===== src/rtl/game_logic_multi_pkg.sv =====
// Shared definitions for the multi-life ball/paddle controller.
//   state_e    : game state encoding, also driven out on game_state
//   force_sign : returns +|v| or -|v|, used to steer the ball away from a wall
//   seg_to_vx  : maps the paddle segment under the ball to a horizontal velocity
package game_logic_multi_pkg;

  typedef enum logic [2:0] {
    StIdle     = 3'd0,
    StServe    = 3'd1,
    StPlaying  = 3'd2,
    StLost     = 3'd3,
    StGameOver = 3'd4
  } state_e;

  // Forcing the sign, instead of negating it, stops a contact that lasts
  // several frames from flipping the ball back into the wall.
  function automatic int force_sign(input int v, input logic positive);
    int mag;
    mag = (v < 0) ? -v : v;
    return positive ? mag : -mag;
  endfunction

  // The left half of the paddle sends the ball left and the right half sends
  // it right. The outer segments give the steepest angles, and no segment
  // gives vx = 0.
  function automatic int seg_to_vx(input int seg, input int num_seg);
    int half;
    half = num_seg / 2;
    if (seg < half) return -(half - seg);
    return seg - half + 1;
  endfunction

endpackage


===== src/rtl/game_logic_multi_collision_latch.sv =====
// Per-frame collision latch bank.
//   Inputs : clk, rst, frame_pulse, collision qualifier, block/paddle hit,
//            paddle_segment, ball edge contacts (top/left/bottom/right)
//   Outputs: lat_* flags that stay set until the next frame_pulse, and
//            lat_segment, the last segment seen under a paddle contact
// The consumer samples the flags on the frame_pulse cycle, which is the same
// cycle on which they are cleared.
module game_logic_multi_collision_latch #(
  parameter int unsigned SEG_W = 3
) (
  input  logic             clk,
  input  logic             rst,
  input  logic             frame_pulse,
  input  logic             collision,
  input  logic             block_collision,
  input  logic             paddle_collision,
  input  logic [SEG_W-1:0] paddle_segment,
  input  logic             top_col,
  input  logic             left_col,
  input  logic             bottom_col,
  input  logic             right_col,
  output logic             lat_block,
  output logic             lat_paddle,
  output logic             lat_top,
  output logic             lat_left,
  output logic             lat_bottom,
  output logic             lat_right,
  output logic [SEG_W-1:0] lat_segment
);

  // {block, paddle, top, left, bottom, right}
  logic [5:0]       flags_q;
  logic [SEG_W-1:0] seg_q;

  always_ff @(posedge clk or posedge rst) begin
    if (rst) begin
      flags_q <= '0;
      seg_q   <= '0;
    end else begin
      if (frame_pulse) begin
        flags_q <= '0;
      end else if (collision) begin
        flags_q <= flags_q | {block_collision, paddle_collision, top_col,
                              left_col, bottom_col, right_col};
      end
      if (paddle_collision) seg_q <= paddle_segment;
    end
  end

  assign {lat_block, lat_paddle, lat_top, lat_left, lat_bottom, lat_right} = flags_q;
  assign lat_segment = seg_q;

endmodule


===== src/rtl/game_logic_multi.sv =====
// Ball/paddle game controller with lives, serve phase, post-miss pause and
// speed levels.
//   Inputs : clk, rst (async, active high), frame_pulse, buttons,
//            collision qualifier with block/paddle/edge contacts and
//            paddle_segment, cmd_stop_game
//   Outputs: ball_x/ball_y (integer pixels), paddle_x, game_state, lives,
//            speed_level, ball_out_of_bounds, latched_ball_block_collision
// Apart from the collision latches, the state changes only on frame_pulse.
module game_logic_multi
  import game_logic_multi_pkg::*;
#(
  parameter int unsigned SCREEN_W       = 640,
  parameter int unsigned OOB_Y          = 488,
  parameter int unsigned BORDER_WIDTH   = 8,
  parameter int unsigned PADDLE_WIDTH   = 64,
  parameter int unsigned PADDLE_Y       = 452,
  parameter int unsigned BALL_SIZE      = 4,
  parameter int unsigned PADDLE_SPEED   = 2,
  parameter int unsigned FRAC_BITS      = 1,
  parameter int unsigned VEL_W          = 5,
  parameter int unsigned BASE_VY        = 2,
  parameter int unsigned NUM_SEG        = 6,
  parameter int unsigned LIVES          = 3,
  parameter int unsigned HITS_PER_LEVEL = 8,
  parameter int unsigned MAX_LEVEL      = 3,
  parameter int unsigned PAUSE_FRAMES   = 60,
  localparam int unsigned SEG_W         = $clog2(NUM_SEG),
  localparam int unsigned LIVES_W       = $clog2(LIVES + 1)
) (
  input  logic               clk,
  input  logic               rst,
  input  logic               frame_pulse,
  input  logic               btn_action,
  input  logic               btn_left,
  input  logic               btn_right,
  input  logic               collision,
  input  logic               block_collision,
  input  logic               paddle_collision,
  input  logic [SEG_W-1:0]   paddle_segment,
  input  logic               ball_top_col,
  input  logic               ball_left_col,
  input  logic               ball_bottom_col,
  input  logic               ball_right_col,
  input  logic               cmd_stop_game,
  output logic [9:0]         ball_x,
  output logic [8:0]         ball_y,
  output logic [9:0]         paddle_x,
  output logic [2:0]         game_state,
  output logic [LIVES_W-1:0] lives,
  output logic [1:0]         speed_level,
  output logic               ball_out_of_bounds,
  output logic               latched_ball_block_collision
);

  localparam int unsigned X_W     = 10 + FRAC_BITS;
  localparam int unsigned Y_W     = 9 + FRAC_BITS;
  localparam int unsigned HIT_W   = $clog2(HITS_PER_LEVEL + 1);
  localparam int unsigned PAUSE_W = $clog2(PAUSE_FRAMES + 1);

  localparam logic [9:0] PADDLE_MIN  = 10'(BORDER_WIDTH);
  localparam logic [9:0] PADDLE_MAX  = 10'(SCREEN_W - BORDER_WIDTH - PADDLE_WIDTH);
  localparam logic [9:0] PADDLE_STEP = 10'(PADDLE_SPEED);
  localparam logic [9:0] LEFT_LIMIT  = PADDLE_MIN + PADDLE_STEP;
  localparam logic [9:0] RIGHT_LIMIT = PADDLE_MAX - PADDLE_STEP;
  localparam logic [9:0] PADDLE_HOME = 10'(SCREEN_W / 2 - PADDLE_WIDTH / 2);
  localparam logic [9:0] BALL_OFS    = 10'(PADDLE_WIDTH / 2 - BALL_SIZE / 2);

  localparam logic [X_W-1:0]     HOME_BX    = X_W'((PADDLE_HOME + BALL_OFS) << FRAC_BITS);
  localparam logic [Y_W-1:0]     SERVE_BY   = Y_W'((PADDLE_Y - BALL_SIZE) << FRAC_BITS);
  localparam logic [LIVES_W-1:0] LIVES_INIT = LIVES_W'(LIVES);
  localparam logic [HIT_W-1:0]   HIT_LAST   = HIT_W'(HITS_PER_LEVEL - 1);
  localparam logic [PAUSE_W-1:0] PAUSE_INIT = PAUSE_W'(PAUSE_FRAMES - 1);
  localparam logic [1:0]         LEVEL_MAX  = 2'(MAX_LEVEL);

  state_e                   state_q;
  logic [LIVES_W-1:0]       lives_q;
  logic [1:0]               level_q;
  logic [HIT_W-1:0]         hits_q;
  logic [PAUSE_W-1:0]       pause_q;
  logic                     act_prev_q;
  logic [9:0]               paddle_q;
  logic [X_W-1:0]           bx_q;
  logic [Y_W-1:0]           by_q;
  logic signed [VEL_W-1:0]  vx_q;
  logic signed [VEL_W-1:0]  vy_q;

  logic                     lat_block, lat_paddle, lat_top, lat_left, lat_bottom, lat_right;
  logic [SEG_W-1:0]         lat_seg;

  logic                     action_edge;
  logic [9:0]               paddle_nxt;
  logic [X_W-1:0]           serve_bx;
  logic signed [VEL_W-1:0]  serve_vy;
  logic signed [VEL_W-1:0]  vx_new;
  logic signed [VEL_W-1:0]  vy_new;
  logic [X_W-1:0]           bx_nxt;
  logic [Y_W-1:0]           by_nxt;
  int                       vmag;

  game_logic_multi_collision_latch #(
    .SEG_W (SEG_W)
  ) u_latch (
    .clk              (clk),
    .rst              (rst),
    .frame_pulse      (frame_pulse),
    .collision        (collision),
    .block_collision  (block_collision),
    .paddle_collision (paddle_collision),
    .paddle_segment   (paddle_segment),
    .top_col          (ball_top_col),
    .left_col         (ball_left_col),
    .bottom_col       (ball_bottom_col),
    .right_col        (ball_right_col),
    .lat_block        (lat_block),
    .lat_paddle       (lat_paddle),
    .lat_top          (lat_top),
    .lat_left         (lat_left),
    .lat_bottom       (lat_bottom),
    .lat_right        (lat_right),
    .lat_segment      (lat_seg)
  );

  assign action_edge = btn_action & ~act_prev_q;

  // Paddle step, clamped so that it stops exactly on either wall.
  always_comb begin
    paddle_nxt = paddle_q;
    if (btn_left) begin
      paddle_nxt = (paddle_q < LEFT_LIMIT) ? PADDLE_MIN : paddle_q - PADDLE_STEP;
    end else if (btn_right) begin
      paddle_nxt = (paddle_q > RIGHT_LIMIT) ? PADDLE_MAX : paddle_q + PADDLE_STEP;
    end
  end

  assign serve_bx = X_W'(paddle_nxt + BALL_OFS) << FRAC_BITS;

  // Bounce resolution. A paddle hit sets both components, which also makes it
  // the point where a new speed level takes effect. Wall hits only force signs.
  always_comb begin
    vmag     = int'(BASE_VY) + int'(level_q);
    serve_vy = VEL_W'(-vmag);
    vx_new   = vx_q;
    vy_new   = vy_q;
    if (lat_paddle && lat_bottom) begin
      vx_new = VEL_W'(seg_to_vx(int'(lat_seg), int'(NUM_SEG)));
      vy_new = VEL_W'(-vmag);
    end else begin
      if (lat_top ^ lat_bottom) vy_new = VEL_W'(force_sign(int'(vy_q), lat_top));
      if (lat_left ^ lat_right) vx_new = VEL_W'(force_sign(int'(vx_q), lat_left));
    end
  end

  assign bx_nxt = bx_q + {{(X_W - VEL_W){vx_new[VEL_W-1]}}, vx_new};
  assign by_nxt = by_q + {{(Y_W - VEL_W){vy_new[VEL_W-1]}}, vy_new};

  always_ff @(posedge clk or posedge rst) begin
    if (rst) begin
      state_q    <= StIdle;
      lives_q    <= LIVES_INIT;
      level_q    <= '0;
      hits_q     <= '0;
      pause_q    <= '0;
      act_prev_q <= 1'b1;
      paddle_q   <= PADDLE_HOME;
      bx_q       <= HOME_BX;
      by_q       <= SERVE_BY;
      vx_q       <= '0;
      vy_q       <= '0;
    end else if (frame_pulse) begin
      act_prev_q <= btn_action;
      if (cmd_stop_game) begin
        state_q <= StIdle;
        vx_q    <= '0;
        vy_q    <= '0;
      end else begin
        unique case (state_q)
          StIdle: begin
            if (action_edge) begin
              state_q <= StServe;
              lives_q <= LIVES_INIT;
              level_q <= '0;
              hits_q  <= '0;
            end
          end
          StServe: begin
            paddle_q <= paddle_nxt;
            bx_q     <= serve_bx;
            by_q     <= SERVE_BY;
            if (action_edge) begin
              state_q <= StPlaying;
              vx_q    <= VEL_W'(1);
              vy_q    <= serve_vy;
            end
          end
          StPlaying: begin
            paddle_q <= paddle_nxt;
            if (lat_block) begin
              if (hits_q == HIT_LAST) begin
                hits_q <= '0;
                if (level_q != LEVEL_MAX) level_q <= level_q + 2'd1;
              end else begin
                hits_q <= hits_q + HIT_W'(1);
              end
            end
            if (ball_out_of_bounds) begin
              vx_q <= '0;
              vy_q <= '0;
              if (lives_q == LIVES_W'(1)) begin
                state_q <= StGameOver;
                lives_q <= '0;
              end else begin
                state_q  <= StLost;
                lives_q  <= lives_q - LIVES_W'(1);
                pause_q  <= PAUSE_INIT;
                paddle_q <= PADDLE_HOME;
                bx_q     <= HOME_BX;
                by_q     <= SERVE_BY;
              end
            end else begin
              vx_q <= vx_new;
              vy_q <= vy_new;
              bx_q <= bx_nxt;
              by_q <= by_nxt;
            end
          end
          StLost: begin
            if (pause_q == '0) state_q <= StServe;
            else pause_q <= pause_q - PAUSE_W'(1);
          end
          StGameOver: begin
            if (action_edge) state_q <= StIdle;
          end
          default: state_q <= StIdle;
        endcase
      end
    end
  end

  assign ball_x                       = 10'(bx_q >> FRAC_BITS);
  assign ball_y                       = 9'(by_q >> FRAC_BITS);
  assign paddle_x                     = paddle_q;
  assign game_state                   = state_q;
  assign lives                        = lives_q;
  assign speed_level                  = level_q;
  assign ball_out_of_bounds           = (ball_y >= 9'(OOB_Y));
  assign latched_ball_block_collision = lat_block;

endmodule


===== config.mk =====
export PLATFORM = sky130hd
export DESIGN_NAME = game_logic_multi
export DESIGN_NICKNAME = d
export VERILOG_FILES = /design/src/rtl/game_logic_multi_pkg.sv /design/src/rtl/game_logic_multi_collision_latch.sv /design/src/rtl/game_logic_multi.sv
export SDC_FILE = /design/constraint.sdc
export NUM_CORES = 1
export LEC_CHECK = 0
export ABC_AREA = 1
export BUFFER_PORTS_ARGS = -buffer_cell sky130_fd_sc_hd__buf_4
export CORE_ASPECT_RATIO = 1.1
export CORE_UTILIZATION = 50
export CTS_BUF_LIST = sky130_fd_sc_hd__clkbuf_8
export DETAILED_ROUTE_END_ITERATION = 16
export PLACE_DENSITY = 0.74
export SLEW_MARGIN = 5
export SYNTH_ARGS = -nofsm -noshare
export SYNTH_HDL_FRONTEND = slang
export SYNTH_SLANG_ARGS = --single-unit

===== constraint.sdc =====
create_clock -name clk -period 3.3 [get_ports clk]
set_clock_uncertainty 0.2 [all_clocks]
set_input_delay 0.33 -clock clk [delete_from_list [all_inputs] [get_ports clk]]
set_output_delay 0.33 -clock clk [all_outputs]
set_load 0.01 [all_outputs]

==> results.py, run 1 <==
metrics = {
    "drt": {
        "dr.pass1.iters": 7,
        "via_per_inst": 5.52,
        "routed_wl_um": 13900,
        "antenna_left": 0,
        "wl_per_cell_um": 14.2,
        "drc": 0,
        "vias": 5420,
        "drt_iter0_markers": 267,
    },
    "global_route": {
        "grt_overflow": 0,
        "track_usage_pct": 25.2,
        "grt_max_degree": 40,
        "grt_first_pass_wirelength_um": 22900,
        "antenna_found_initial": 0,
        "grt_pass1_vias": 5149,
    },
    "timing": {
        "finalSetupTns_ns": 0,
        "layout_min_cycle_time_ns": 3.14,
        "slew_headroom_pct": 43.6,
        "worstMarginPinSlew_ns": 0.845,
        "fmax_ghz": 0.318,
        "setup_violations": 0,
        "hold_slack_ns": 0.0129,
        "fin_crit_sh_pct": 95.1,
        "slew_violations": 0,
        "hold_violations": 0,
    },
    "clock_tree": {
        "cts_buffer_depth": 2,
        "cts.sink_count": 68,
        "cts_buffers": 9,
        "cts.clk_slew.worst_paths_ns": 0.08,
        "cts-root-buf": "clkbuf_8",
        "insertion_delay_ns": 0.35,
        "ctsHtreeMaxLevel": 3,
        "cts_tree": "built",
    },
    "placed_design": {
        "portBuffers": 54,
        "dp_hpwl_um": 10500,
        "gp_congestion": 0.914,
    },
    "pwr": {
        "p_leak_nw": 3.19,
        "p_seq_share_pct": 27.9,
        "switching_share_pct": 46.7,
        "clkPwrFrac_pct": 14.8,
        "p_switching_w": 0.00249,
        "p_per_area_nw_per_um2": 820,
        "combPwrFrac_pct": 57.3,
        "peakVddDrop_mv": 0.397,
        "p_int_w": 0.00285,
    },
    "floorplanning": {
        "core_um2": 10500,
        "initial_core_util_pct": 52.2,
        "dieArea_um2": 11400,
        "ios": 55,
        "fp-row-count": 39,
        "die_width_um": 102,
        "dieHeight_um": 112,
    },
    "logic_synthesis": {
        "synth.avg_cell_area_um2": 7.11,
        "seq_area_frac_synth_pct": 31.2,
        "synth_cells": 774,
        "postSynth.asyncResetShare_pct": 100,
        "synth-seq-cells": 68,
        "synth-edff-count": 0,
        "synth.area.top_cells": "dfrtp_1 25%, nand2_1 11%, ha_1 8.6%",
        "yosysMostFrequentCell": "nand2_1",
        "ys_dominant_reg_cell": "dfrtp_1",
        "synth_top_cell_area_share_pct": 24.5,
        "synth.distinct_cells": 50,
        "yosys_warnings": 0,
        "syn_nets": 831,
        "synth_area_um2": 5510,
        "yosys.area.top_type": "dfrtp_1",
        "synth_commonest_cells": "168 x nand2_1, 102 x inv_1, 66 x o21ai_0",
    },
    "setup_path": {
        "r2r_end": "bx_q[8]$_DFFE_PP0P_",
        "worst_ep_arrival_time_ns": 3.22,
        "crit_path_top_delay_cell": "dfrtp_1",
        "rr_worst_depth": 18,
        "worstSetupPathType": "reg2reg",
        "r2r_start": "u_latch.lat_segment[1]$_DFFE_PP0P_",
        "cp_slowest_stage_delay_ns": 0.40,
        "crit_family": "compound AO/OA/AOI/OAI gates",
        "path_buf_inv": 3,
        "crit_path_max_fanout": 5,
        "cp-end-kind": "flop",
        "crit_chain": "ha_2 -> inv_2 -> ha_1 -> inv_1 -> nand3_1 -> xnor2_1 -> o21ai_1 -> a22oi_2 -> ha_4 -> a21oi_4 -> o21ai_2 -> a21oi_2 -> o21bai_1 -> a21oi_1 -> o21ai_0 -> nand2_1 -> inv_1 -> a21oi_1",
        "crit_required_ns": 3.38,
        "crit_path_start_kind": "flop",
        "cp_num_cells": 18,
        "r2r_slack_ns": 0.16,
    },
    "worst_hold_path": {
        "hold_depth": 3,
        "hold_start": "paddle_segment[2]",
        "min_to": "u_latch.lat_segment[2]$_DFFE_PP0P_",
        "hold_class": "in2reg",
    },
    "finish": {
        "syn2layout_area_growth_pct": 18.2,
        "diodes": 0,
        "nNetsFinal": 891,
        "layout-drive-gt1-share_pct": 22.2,
    },
    "run_status": {
        "status": "completed",
    },
    "job": {
        "drv_cap": 0,
    },
}
==> tightest hold or removal path, cell delays in order <==
cell and delay, ns:
buf_4 0.08, nand2_1 0.05, o21ai_0 0.06
==> cell families (layout without fill, tap and decap cells) <==
| group | after synthesis | after routing | share of synthesized area (%) |
|---|---|---|---|
| and+or+nand+nor | 340 | 341 | 27.9 |
| xor gates and xnor gates | 16 | 16 | 2.55 |
| buffers and inverters | 145 | 209 | 11.7 |
| AOI/OAI and AO/OA | 164 | 164 | 17.1 |
| muxes | 1 | 1 | 0.205 |
| DFF | 68 | 68 | 31.2 |
| adders and majority gates | 40 | 40 | 9.36 |
==> through the flow <==
| step | worst slack (ns) | instance area (um2) | power (W) | util (%) | std cells |
|---|---|---|---|---|---|
| after floorplan | 0.336 | 5510 | 0.00358 | - | 774 |
| after global placement | 0.119 | 5960 | 0.00420 | 56.6 | 952 |
| after detailed placement | -0.111 | 5960 | 0.00429 | 56.6 | 952 |
| after CTS | 0.0278 | 6250 | 0.00513 | 59.3 | 973 |
| after global routing | -0.0295 | 6510 | 0.00582 | 61.7 | 982 |
| final | 0.160 | 6510 | 0.00534 | 61.7 | 982 |
==> sequential cells by signal (all words and copies together) (netlist names) <==
signal and cells:
lives 2, speed_level 2, pause_q 6, u_latch.lat_segment 3, game_state 3, vx_q 5
bx_q 11, by_q 10, vy_q 5, hits_q 4, act_prev_q 1, paddle_x 10
u_latch.flags_q 6
==> per-layer routing <==
layer / GRT usage, % / share of wire [%] / vias up / wire [um]
li1: - / - / 2673 / -
met1: 31.7 / 44 / 2565 / 6120
met2: 42.9 / 49 / 157 / 6810
met3: 3.86 / 4.9 / 25 / 682
met4: 9.90 / 2.2 / 0 / 300
met5: 0 / 0 / - / 0
==> cells in the final DEF (no fill, tap or decap), types with 6 or more instances in the layout <==
| cell | instances |
|---|---|
| nand2_2 | 12 |
| nor2_1 | 56 |
| nor3_1 | 6 |
| a21oi_1 | 38 |
| o21ai_0 | 60 |
| ha_1 | 29 |
| a21oi_2 | 8 |
| clkbuf_8 | 11 |
| inv_2 | 15 |
| nor2_2 | 9 |
| nand3_1 | 61 |
| dfstp_2 | 14 |
| o22ai_1 | 19 |
| nand4_1 | 9 |
| xor2_1 | 15 |
| nand2_1 | 165 |
| inv_1 | 98 |
| dfrtp_1 | 54 |
| o21ai_1 | 6 |
| ha_4 | 8 |
| buf_4 | 73 |
==> worst max path at each step <==
stage / endpoint / startpoint / slack (ns)
6_report: bx_q[8]$_DFFE_PP0P_ / u_latch.lat_segment[1]$_DFFE_PP0P_ / 0.16
5_1_grt: bx_q[8]$_DFFE_PP0P_ / u_latch.lat_segment[1]$_DFFE_PP0P_ / -0.03
4_1_cts: bx_q[6]$_DFFE_PP1P_ / u_latch.lat_segment[0]$_DFFE_PP0P_ / 0.03
3_5_place_dp: bx_q[10]$_DFFE_PP0P_ / u_latch.lat_segment[1]$_DFFE_PP0P_ / -0.11
3_3_place_gp: bx_q[10]$_DFFE_PP0P_ / u_latch.lat_segment[0]$_DFFE_PP0P_ / 0.12
2_1_floorplan: bx_q[10]$_DFFE_PP0P_ / u_latch.lat_segment[0]$_DFFE_PP0P_ / 0.34
==> timing repair <==
item                                    CTS  global route
pin swaps                                 0            18
endpoints found under the hold margin    30             0
setup buffers                             1             8
cloned                                    0             1
resized for setup                         2            46
endpoints found under the setup margin    2             8
hold buffers                              4             0
==> power by group through the flow <==
| stage | Sequential, W | Clock (W) | Combinational, W |
|---|---|---|---|
| 6_report | 0.00149 | 0.000792 | 0.00306 |
| 5_1_grt | 0.00153 | 0.000843 | 0.00345 |
| 4_1_cts | 0.00147 | 0.000813 | 0.00285 |
| 3_5_place_dp | 0.00148 | 0 | 0.00281 |
| 3_3_place_gp | 0.00146 | 0 | 0.00273 |
| 2_1_floorplan | 0.00142 | 0 | 0.00216 |
==> cell type report <==
cell class,count,area [um2]
clock buffers,11,151
clock inverters,5,76.3
fillers,985,4030
inverters,116,438
multi-input cells,562,3350
flip-flops and latches,68,1720
well taps,143,179
repair buffers,77,588
Note: power is estimated with default switching activity, not from simulation.
==> inputs of run 2 (changes only) <==
--- a/config.mk
+++ b/config.mk
@@ -5,9 +5,8 @@
 export SDC_FILE = /design/constraint.sdc
 export NUM_CORES = 1
 export LEC_CHECK = 0
-export ABC_AREA = 1
 export BUFFER_PORTS_ARGS = -buffer_cell sky130_fd_sc_hd__buf_4
-export CORE_ASPECT_RATIO = 1.1
+export CORE_ASPECT_RATIO = 1.25
 export CORE_UTILIZATION = 50
 export CTS_BUF_LIST = sky130_fd_sc_hd__clkbuf_8
 export DETAILED_ROUTE_END_ITERATION = 16
==> run 2 against run 1 <==
  * The run now ends with setup timing left
  * Global-route usage increased by 2.3 points
  * Combinational power about the same
  * Synthesized cell count decreased by 18%
==> results.py, run 2 <==
metrics = {
    "logic_synthesis": {
        "synth.area.top_cells": "dfrtp_1 25%, ha_1 8.8%, dfstp_2 6.8%",
        "seq_area_frac_synth_pct": 31.8,
        "synth_cells": 637,
        "synth-edff-count": 0,
        "synth-seq-cells": 68,
        "synth_area_um2": 5400,
        "ys_dominant_reg_cell": "dfrtp_1",
        "yosysMostFrequentCell": "nand2_1",
        "syn_nets": 694,
        "synth.distinct_cells": 76,
        "yosys_warnings": 0,
        "synth_commonest_cells": "62 x nand2_1, 59 x nor2_1, 54 x dfrtp_1",
        "synth.avg_cell_area_um2": 8.48,
        "synth_top_cell_area_share_pct": 25.0,
        "yosys.area.top_type": "dfrtp_1",
        "postSynth.asyncResetShare_pct": 100,
    },
    "clock_tree": {
        "cts.clk_slew.worst_paths_ns": 0.07,
        "cts_buffers": 9,
        "cts_tree": "built",
        "cts-root-buf": "clkbuf_8",
        "insertion_delay_ns": 0.35,
        "cts_buffer_depth": 2,
        "cts.sink_count": 68,
        "ctsHtreeMaxLevel": 3,
    },
    "global_route": {
        "grt_first_pass_wirelength_um": 24300,
        "grt_pass1_vias": 5193,
        "grt_max_degree": 44,
        "grt_overflow": 0,
        "antenna_found_initial": 0,
        "track_usage_pct": 27.5,
    },
    "drt": {
        "drc": 0,
        "routed_wl_um": 14600,
        "drt_iter0_markers": 345,
        "via_per_inst": 5.99,
        "dr.pass1.iters": 5,
        "vias": 5193,
        "wl_per_cell_um": 16.9,
        "antenna_left": 0,
    },
    "setup_path": {
        "crit_required_ns": 3.36,
        "cp-end-kind": "flop",
        "worstSetupPathType": "reg2reg",
        "rr_worst_depth": 16,
        "r2r_end": "bx_q[9]$_DFFE_PP1P_",
        "worst_ep_arrival_time_ns": 3.62,
        "cp_slowest_stage_delay_ns": 0.41,
        "crit_path_max_fanout": 5,
        "crit_path_start_kind": "flop",
        "startpoint": "u_latch.lat_segment[0]$_DFFE_PP0P_",
        "crit_path_top_delay_cell": "dfrtp_1",
        "r2r_start": "u_latch.lat_segment[0]$_DFFE_PP0P_",
        "crit_chain": "ha_2 -> inv_4 -> ha_4 -> nor3_4 -> xor2_1 -> o211ai_1 -> o21ai_1 -> ha_1 -> and3_1 -> a221o_1 -> nor4_2 -> nor3_1 -> a31o_2 -> xor2_1 -> nor3_1 -> a211oi_1",
        "r2r_slack_ns": -0.26,
        "crit_end": "bx_q[9]$_DFFE_PP1P_",
    },
    "floorplanning": {
        "die_width_um": 95.0,
        "initial_core_util_pct": 51.1,
        "dieHeight_um": 118,
        "dieArea_um2": 11200,
        "fp-row-count": 42,
        "ios": 55,
        "core_um2": 10600,
    },
    "run_status": {
        "status": "finished with violations",
        "violations": "setup timing",
    },
    "timing": {
        "layout_min_cycle_time_ns": 3.56,
        "fin_crit_sh_pct": 108,
        "setup_violations": 8,
        "fmax_ghz": 0.281,
        "slew_headroom_pct": 11.4,
        "hold_violations": 0,
        "finalSetupTns_ns": -1.12,
        "worst_slack_ns": -0.260,
        "rsz0062_at_grt": "yes",
        "slew_violations": 0,
        "worstMarginPinSlew_ns": 1.32,
        "hold_slack_ns": 0.0143,
    },
    "pwr": {
        "p_leak_nw": 3.10,
        "clkPwrFrac_pct": 13.2,
        "p_switching_w": 0.00228,
        "switching_share_pct": 43.6,
        "p_per_area_nw_per_um2": 780,
        "combPwrFrac_pct": 59.0,
        "peakVddDrop_mv": 0.460,
        "p_seq_share_pct": 27.8,
        "p_int_w": 0.00295,
    },
    "finish": {
        "nNetsFinal": 787,
        "syn2layout_area_growth_pct": 24.0,
        "final_cell_mix": "121 x buf_4, 62 x nand2_1, 59 x nor2_1, 53 x dfrtp_1, 45 x o21ai_0",
        "fin_util_pct": 63.4,
        "final_common_cell": "buf_4",
        "fill_cells": 872,
        "top_register": "bx_q",
        "layout-drive-gt1-share_pct": 30.6,
        "largest_reg_flops": 11,
        "diodes": 0,
    },
    "worst_hold_path": {
        "hold_class": "in2reg",
    },
    "placed_design": {
        "dp_hpwl_um": 11100,
        "gp_congestion": 0.936,
        "portBuffers": 54,
    },
    "job": {
        "drv_cap": 0,
    },
}
==> run 2: changes by cell type in the layout (fill, tap and decap cells not counted), sizes merged, moves of 10 or more <==
cell / previous run / this run
nand2: 179 / 62
inv: 113 / 32
nand3: 67 / 13
buf: 73 / 124
nor3: 8 / 26
xnor2: 1 / 19
o21ai: 71 / 59
a22o: 2 / 13
nor2: 69 / 59
o22ai: 19 / 9
==> run 2: timing repair <==
item | in CTS | in global routing
hold buffers | 4 | 0
resized for setup | 13 | 19
endpoints found under the hold margin | 56 | 0
endpoints found under the setup margin | 7 | 11
pin swaps | 20 | 14
buffers inserted | 4 | 8
==> run 2: how the worst min path moves through the flow <==
stage,start,endpoint,slack (ns),cells after the start
after global placement,rst,paddle_x[6]$_DFFE_PP0P_,0.22,3
after detailed placement,rst,paddle_x[6]$_DFFE_PP0P_,0.22,3
after global routing,paddle_segment[1],u_latch.lat_segment[1]$_DFFE_PP0P_,0.02,2
after floorplan,paddle_collision,u_latch.lat_segment[0]$_DFFE_PP0P_,0.23,1
final,paddle_segment[1],u_latch.lat_segment[1]$_DFFE_PP0P_,0.01,2
after CTS,paddle_segment[1],u_latch.lat_segment[1]$_DFFE_PP0P_,0.003,2
==> run 2: per-layer routing <==
metal	vias to the layer above	track usage, %	share of wire, %
met5	-	0	0
met4	0	15.1	4.5
met3	50	3.35	3.7
met2	160	47.0	52
met1	2527	32.7	40
li1	2456	-	-
==> run 2: cell type report <==
class                           count  area, um2  share of cell area [%]
Timing Repair Buffer              128        982                    14.7
Clock buffer                       10        138                    2.05
Inverter                           31        121                    1.81
Sequential cell                    68       1720                    25.7
Clock inverter                      6       56.3                   0.840
Multi-Input combinational cell    492       3520                    52.5
Tap cell                          132        165                    2.47
==> run 2: worst max-delay path: cells and delay by family, from the launching register on <==
family	cells	cell delay, ns
buffers and inverters	1	0.05
DFF	1	0.41
AOI/OAI and AO/OA	5	1.13
and+or+nand+nor	5	0.53
adders and majority gates	3	0.88
xor gates and xnor gates	2	0.26
==> run 2: power groups by stage <==
stage	registers [W]	clock network (W)	logic (W)
after floorplan	0.00138	0	0.00206
after global placement	0.00144	0	0.00274
after global routing	0.00150	0.000735	0.00339
final	0.00145	0.000688	0.00309
after detailed placement	0.00146	0	0.00284
after CTS	0.00145	0.000700	0.00290
==> run 2: kinds of logic after synthesis <==
| group | after synthesis | synth area share, % |
|---|---|---|
| compound gates | 198 | 24.4 |
| flops | 68 | 31.8 |
| simple gates | 213 | 19.4 |
| mux | 6 | 1.20 |
| fa+ha+maj | 40 | 9.55 |
| buf+inv | 77 | 7.92 |
| xor+xnor | 35 | 5.68 |
==> run 2: per-stage QoR <==
| stage | setup WS [ns] | instance area, um2 | power [W] | std cells |
|---|---|---|---|---|
| after detailed placement | -0.335 | 6230 | 0.00430 | 838 |
| after global placement | -0.163 | 6230 | 0.00418 | 838 |
| after CTS | -0.326 | 6540 | 0.00505 | 862 |
| after floorplan | -0.106 | 5530 | 0.00344 | 637 |
| after global routing | -0.486 | 6700 | 0.00563 | 867 |
| final | -0.260 | 6700 | 0.00523 | 867 |
